<file path="src/rtl/window_sum_accumulator.sv">
// Streaming 5x5 window sum: one column of five samples arrives per valid beat,
// column sums are registered in stage 1, accumulated in stage 2, and the
// completed window total is presented with a one-cycle o_valid pulse.
module window_sum_accumulator #(
  parameter int unsigned DATA_W = 8,
  parameter int unsigned SUM_W  = DATA_W + 5
) (
  input  logic              clk,
  input  logic              rst,
  input  logic              i_valid,
  input  logic              i_first,
  input  logic [DATA_W-1:0] c0,
  input  logic [DATA_W-1:0] c1,
  input  logic [DATA_W-1:0] c2,
  input  logic [DATA_W-1:0] c3,
  input  logic [DATA_W-1:0] c4,
  output logic [SUM_W-1:0]  o_sum,
  output logic              o_valid,
  output logic              o_busy,
  output logic              o_err
);

  // Five samples of DATA_W bits need three extra bits to avoid truncation.
  localparam int unsigned COL_W = DATA_W + 3;

  typedef enum logic {StIdle, StAccum} state_e;

  state_e           state_q, state_d;
  logic [2:0]       col_cnt_q, col_cnt_d;
  logic [COL_W-1:0] col_sum;
  logic             tag_valid, tag_first, tag_last, tag_err;

  logic [COL_W-1:0] s1_sum_q;
  logic             s1_valid_q, s1_first_q, s1_last_q, s1_err_q;
  logic [SUM_W-1:0] acc_q;
  logic             s2_last_q, s2_err_q;
  logic [SUM_W-1:0] o_sum_q;
  logic             o_valid_q, o_err_q;

  // Column sum of the incoming beat, zero-extended before adding.
  always_comb begin
    col_sum = COL_W'(c0) + COL_W'(c1) + COL_W'(c2) + COL_W'(c3) + COL_W'(c4);
  end

  // Window framing: decide whether the beat is accepted and how it is tagged.
  always_comb begin
    state_d   = state_q;
    col_cnt_d = col_cnt_q;
    tag_valid = 1'b0;
    tag_first = 1'b0;
    tag_last  = 1'b0;
    tag_err   = 1'b0;
    unique case (state_q)
      StIdle: begin
        if (i_valid) begin
          if (i_first) begin
            state_d   = StAccum;
            col_cnt_d = 3'd1;
            tag_valid = 1'b1;
            tag_first = 1'b1;
          end else begin
            // Column with no window open: drop it and flag the violation.
            tag_err = 1'b1;
          end
        end
      end
      StAccum: begin
        if (i_valid) begin
          tag_valid = 1'b1;
          if (i_first) begin
            // Early restart: the new beat reloads the accumulator, so the
            // partial window vanishes without ever raising o_valid.
            tag_first = 1'b1;
            tag_err   = 1'b1;
            col_cnt_d = 3'd1;
          end else if (col_cnt_q == 3'd4) begin
            tag_last  = 1'b1;
            col_cnt_d = 3'd0;
            state_d   = StIdle;
          end else begin
            col_cnt_d = col_cnt_q + 3'd1;
          end
        end
      end
      default: begin
        state_d   = StIdle;
        col_cnt_d = 3'd0;
      end
    endcase
  end

  // FSM state and column counter.
  always_ff @(posedge clk) begin
    if (rst) begin
      state_q   <= StIdle;
      col_cnt_q <= 3'd0;
    end else begin
      state_q   <= state_d;
      col_cnt_q <= col_cnt_d;
    end
  end

  // Stage 1: register column sum and beat tags.
  always_ff @(posedge clk) begin
    if (rst) begin
      s1_sum_q   <= '0;
      s1_valid_q <= 1'b0;
      s1_first_q <= 1'b0;
      s1_last_q  <= 1'b0;
      s1_err_q   <= 1'b0;
    end else begin
      if (i_valid) begin
        s1_sum_q <= col_sum;
      end
      s1_valid_q <= tag_valid;
      s1_first_q <= tag_first;
      s1_last_q  <= tag_last;
      s1_err_q   <= tag_err;
    end
  end

  // Stage 2: window accumulator; a first-tagged beat reloads it.
  always_ff @(posedge clk) begin
    if (rst) begin
      acc_q     <= '0;
      s2_last_q <= 1'b0;
      s2_err_q  <= 1'b0;
    end else begin
      if (s1_valid_q) begin
        acc_q <= s1_first_q ? SUM_W'(s1_sum_q) : acc_q + SUM_W'(s1_sum_q);
      end
      s2_last_q <= s1_valid_q & s1_last_q;
      s2_err_q  <= s1_err_q;
    end
  end

  // Output register: capture completed window total, pulse valid/err.
  always_ff @(posedge clk) begin
    if (rst) begin
      o_sum_q   <= '0;
      o_valid_q <= 1'b0;
      o_err_q   <= 1'b0;
    end else begin
      if (s2_last_q) begin
        o_sum_q <= acc_q;
      end
      o_valid_q <= s2_last_q;
      o_err_q   <= s2_err_q;
    end
  end

  assign o_sum   = o_sum_q;
  assign o_valid = o_valid_q;
  assign o_err   = o_err_q;
  assign o_busy  = (state_q == StAccum);

endmodule
</file>
<file path="config.mk">
export PLATFORM = sky130hd
export DESIGN_NAME = window_sum_accumulator
export DESIGN_NICKNAME = d
export VERILOG_FILES = /design/src/rtl/window_sum_accumulator.sv
export SDC_FILE = /design/constraint.sdc
export NUM_CORES = 1
export LEC_CHECK = 0
export CORE_UTILIZATION = 35
export CTS_CLUSTER_SIZE = 8
export DETAILED_ROUTE_END_ITERATION = 16
export GPL_TIMING_DRIVEN = 0
export SKIP_CTS_REPAIR_TIMING = 1
export SYNTH_ARGS = -nofsm -noshare
export SYNTH_HDL_FRONTEND = slang
export SYNTH_SLANG_ARGS = --single-unit
export TNS_END_PERCENT = 5
</file>
<file path="constraint.sdc">
create_clock -name clk -period 4.8 [get_ports clk]
set_input_delay 0.96 -clock clk [delete_from_list [all_inputs] [get_ports clk]]
set_output_delay 0.96 -clock clk [all_outputs]
set_load 0.1 [all_outputs]
</file>
==> summary.md <==
| Metric | Value |
|---|---|
| Row count | 36 |
| Vias in the first global route | 2946 |
| Deepest clock path buffer count | 2 |
| Hold Vio Cnt, Final | 0 |
| WL/cell | 12.0 microns |
| Hold_sp | s1_err_q |
| Cell area after layout | 4410 sq um |
| Net Sw Frac | 37.3% |
| Crit path buf inv count | 5 |
| Clk sinks | 49 |
| Yosys warnings | 0 |
| Top FF cell, synth | dfxtp_1 |
| R2R depth | 8 |
| Hold Path Class | reg -> reg |
| R2R Path Start | s1_sum_q[0] |
| Final Max Slew Viols | 0 |
| Most frequent cells in the layout | 81 x inv_1, 59 x clkdlybuf4s50_1, 49 x dfxtp_1 |
| Gate power share | 45.9% |
| Most common cell after layout, fill and taps aside | inv_1 |
| First-pass GRT wire length | 12800 microns |
| Crit path DAT | 4.73 ns |
| CP most frequent cell | inv_1 |
| CP max FO | 3 |
| Die Height | 103 microns |
| Slew headroom | 35.5% |
| Final Setup Violations | 0 |
| Root Buffer Master | clkbuf_8 |
| Placed Cells | 606 |
| Die area | 10600 sq um |
| Gate Count Post-Synth | 414 |
| Worst-Skew Late Latency | 0.30 ns |
| Cell depth of the worst hold path | 1 |
| CP max stage delay | 0.52 ns |
| Min cycle time layout | 4.51 ns |
| Setup CP Type | in -> reg |
| EDFF count, synth | 0 |
| Worst Max-Slew Pin Slew | 0.965 ns |
| Avg Cell Area, Syn | 8.63 sq um |
| Crit path capture type | flip-flop |
| Initial cell density of the core | 36.4% |
| Max-cap violations | 0 |
| ANT nets after route | 0 |
| Area Overhead vs Synth | 23.6% |
| PnR Total Power | 0.00135 W |
| Post-synthesis cell type count | 57 |
| Async SR Flop Fraction | 0% |
| H-tree depth | 2 |
| Placed instance area | 4330 sq um |
| Clock slew at reported path FFs | 0.09 ns |
| Post-detail-place hpwl | 5920 microns |
| Core area | 9820 sq um |
| Critical Path Start Type | input pin |
| Vias/cell | 4.85 |
| Via count | 2970 |
| DRT iter0 DRCs | 113 |
| Post-synthesis register bit count | 49 |
| Seq pwr share | 35.8% |
| Clock share of power | 18.3% |
| IO Pins | 60 |
| Placer Congestion | 0.919 |
| F_max | 222 MHz |
| Tcrit/Tclk final | 94.0% |
| Internal power | 0.000846 W |
| Maximum VDD drop | 0.0996 mV |
| Die width | 103 microns |
| Critical path's top delay family | adder cells |
| CTS buffer count | 5 |
| Power per cell area | 306 nW/um^2 |
| Register area share after synthesis | 27.5% |
| Worst EP required | 5.02 ns |
| Total track usage | 15.2% |
| Post-Route WL | 7350 microns |
| Initial antenna violation count | 0 |
| CP max stage cell | fa_1 |
| Total grt overflow | 0 |
| Post-Syn Nets | 506 |
| Drt pass-1 iters | 4 |
| RSZ-0062 raised after global routing | no |
| Lkg Pwr | 1.98 nW |
| Clock skew | 0.00478 ns |
| Outcome | completed |
| Netlist Area Pre-Place | 3570 sq um |
| Fin nets | 572 |
| Sw Pwr | 0.000504 W |
| Ant. Diodes | 0 |
| CTS tree | done |
| Share of cells above drive strength 1 | 4.38% |
| Largest net degree at the start of global routing | 14 |
| IO buf count | 59 |
| Worst Hold Path EP | s2_err_q |
| Reg2reg end | acc_q[10] |
| DRC viols | 0 |
| R2r setup slk | 2.55 ns |
| Final non-filler cell total | 613 |
| Worst-path cell chain | clkdlybuf4s50_1 -> inv_1 -> fa_1 -> inv_1 -> fa_1 -> inv_1 -> fa_1 -> inv_1 -> ha_1 -> a211o_1 -> a2111oi_0 -> o21bai_1 -> xnor2_1 -> a211oi_1 |
==> layout make-up <==
| cell class | instances | area (sq um) |
|---|---|---|
| clock buffer | 7 | 86.3 |
| fill | 1012 | 5410 |
| inverter | 81 | 304 |
| tap | 133 | 166 |
| multi-input combinational | 267 | 2160 |
| timing repair buffer | 59 | 591 |
| buffer | 17 | 125 |
| sequential | 49 | 981 |
==> cells in the mapped netlist (4+ instances only) <==
master	instances	area, sq um
o221ai_1	5	43.8
or4_1	4	30.0
a21oi_1	18	90.1
nor3_1	5	25.0
nand2_1	16	60.1
a31oi_1	5	31.3
o21a_1	4	30.0
clkbuf_8	4	55.1
a211oi_1	6	45.0
a21o_1	9	67.6
clkbuf_1	8	30.0
inv_1	81	304
nor2_1	43	161
nand2b_1	5	31.3
nor2b_1	6	37.5
dfxtp_1	49	981
nand3_1	9	45.0
fa_1	24	480
mux2i_1	20	200
a311oi_1	5	43.8
ha_1	24	300
o21ai_0	14	70.1
==> state kept, by name, summed over array words and instances (netlist names) <==
| name | flops |
|---|---|
| s2_last_q | 1 |
| s1_valid_q | 1 |
| o_busy | 1 |
| o_err | 1 |
| s1_sum_q | 11 |
| s1_err_q | 1 |
| col_cnt_q | 3 |
| s1_last_q | 1 |
| o_valid | 1 |
| acc_q | 13 |
| o_sum | 13 |
| s1_first_q | 1 |
| s2_err_q | 1 |
==> metal layers <==
metal  GRT usage [%]  vias to the layer above  part of all wire (%)
li1                -                     1519                     -
met1            17.9                     1364                    46
met2            27.7                       79                    48
met3            2.85                        8                   5.2
met4            4.88                        0                   1.1
met5               0                        -                     0
==> power groups by stage <==
stage	Clock [W]	Sequential (W)	Combinational [W]
after floorplan	0	0.000483	0.000476
after global placement	0	0.000491	0.000607
after detailed placement	0	0.000492	0.000619
after CTS	0.000253	0.000483	0.000621
after global routing	0.000274	0.000490	0.000709
final	0.000246	0.000483	0.000619
==> cells by family (layout without fill, tap and decap cells) <==
logic type	after synthesis	in the layout	share of synthesized area [%]
AND/OR/NAND/NOR	108	108	15.0
buffers and inverters	98	164	12.0
multiplexers	20	20	5.61
adder cells (fa/ha/maj)	48	48	21.9
AO/OA/AOI/OAI	88	88	17.3
XOR/XNOR	3	3	0.736
flip-flops	49	49	27.5
==> how the worst max path moves through the flow <==
stage / end / startpoint / slack (ns) / cells past startpoint
floorplan: s1_sum_q[8] / c0[2] / 0.66 / 13
global placement: s1_sum_q[8] / c0[2] / -0.05 / 14
detailed placement: s1_sum_q[8] / c0[2] / -0.06 / 14
CTS: s1_sum_q[8] / c0[2] / 0.26 / 14
global route: s1_sum_q[8] / c0[2] / 0.1 / 14
finish: s1_sum_q[8] / c0[2] / 0.29 / 14
==> stage by stage <==
stage / TNS, ns / setup slack [ns] / hold slack [ns] / utilization [%]
finish: 0 / 0.289 / 0.445 / 45.0
detailed placement: -0.0569 / -0.0569 / 0.426 / 44.1
global placement: -0.0516 / -0.0516 / 0.420 / 44.1
CTS: 0 / 0.264 / 0.447 / 45.0
global route: 0 / 0.0958 / 0.458 / 45.0
floorplan: 0 / 0.660 / 0.414 / -
==> worst reg2reg max path: stages (launching register included) <==
cell	delay [ns]
dfxtp_1	0.38
ha_1	0.19
inv_1	0.06
fa_1	0.37
and2b_4	0.27
o31ai_2	0.08
a31o_1	0.26
o311a_1	0.36
a211oi_2	0.20
(Power assumes the default switching activity.)
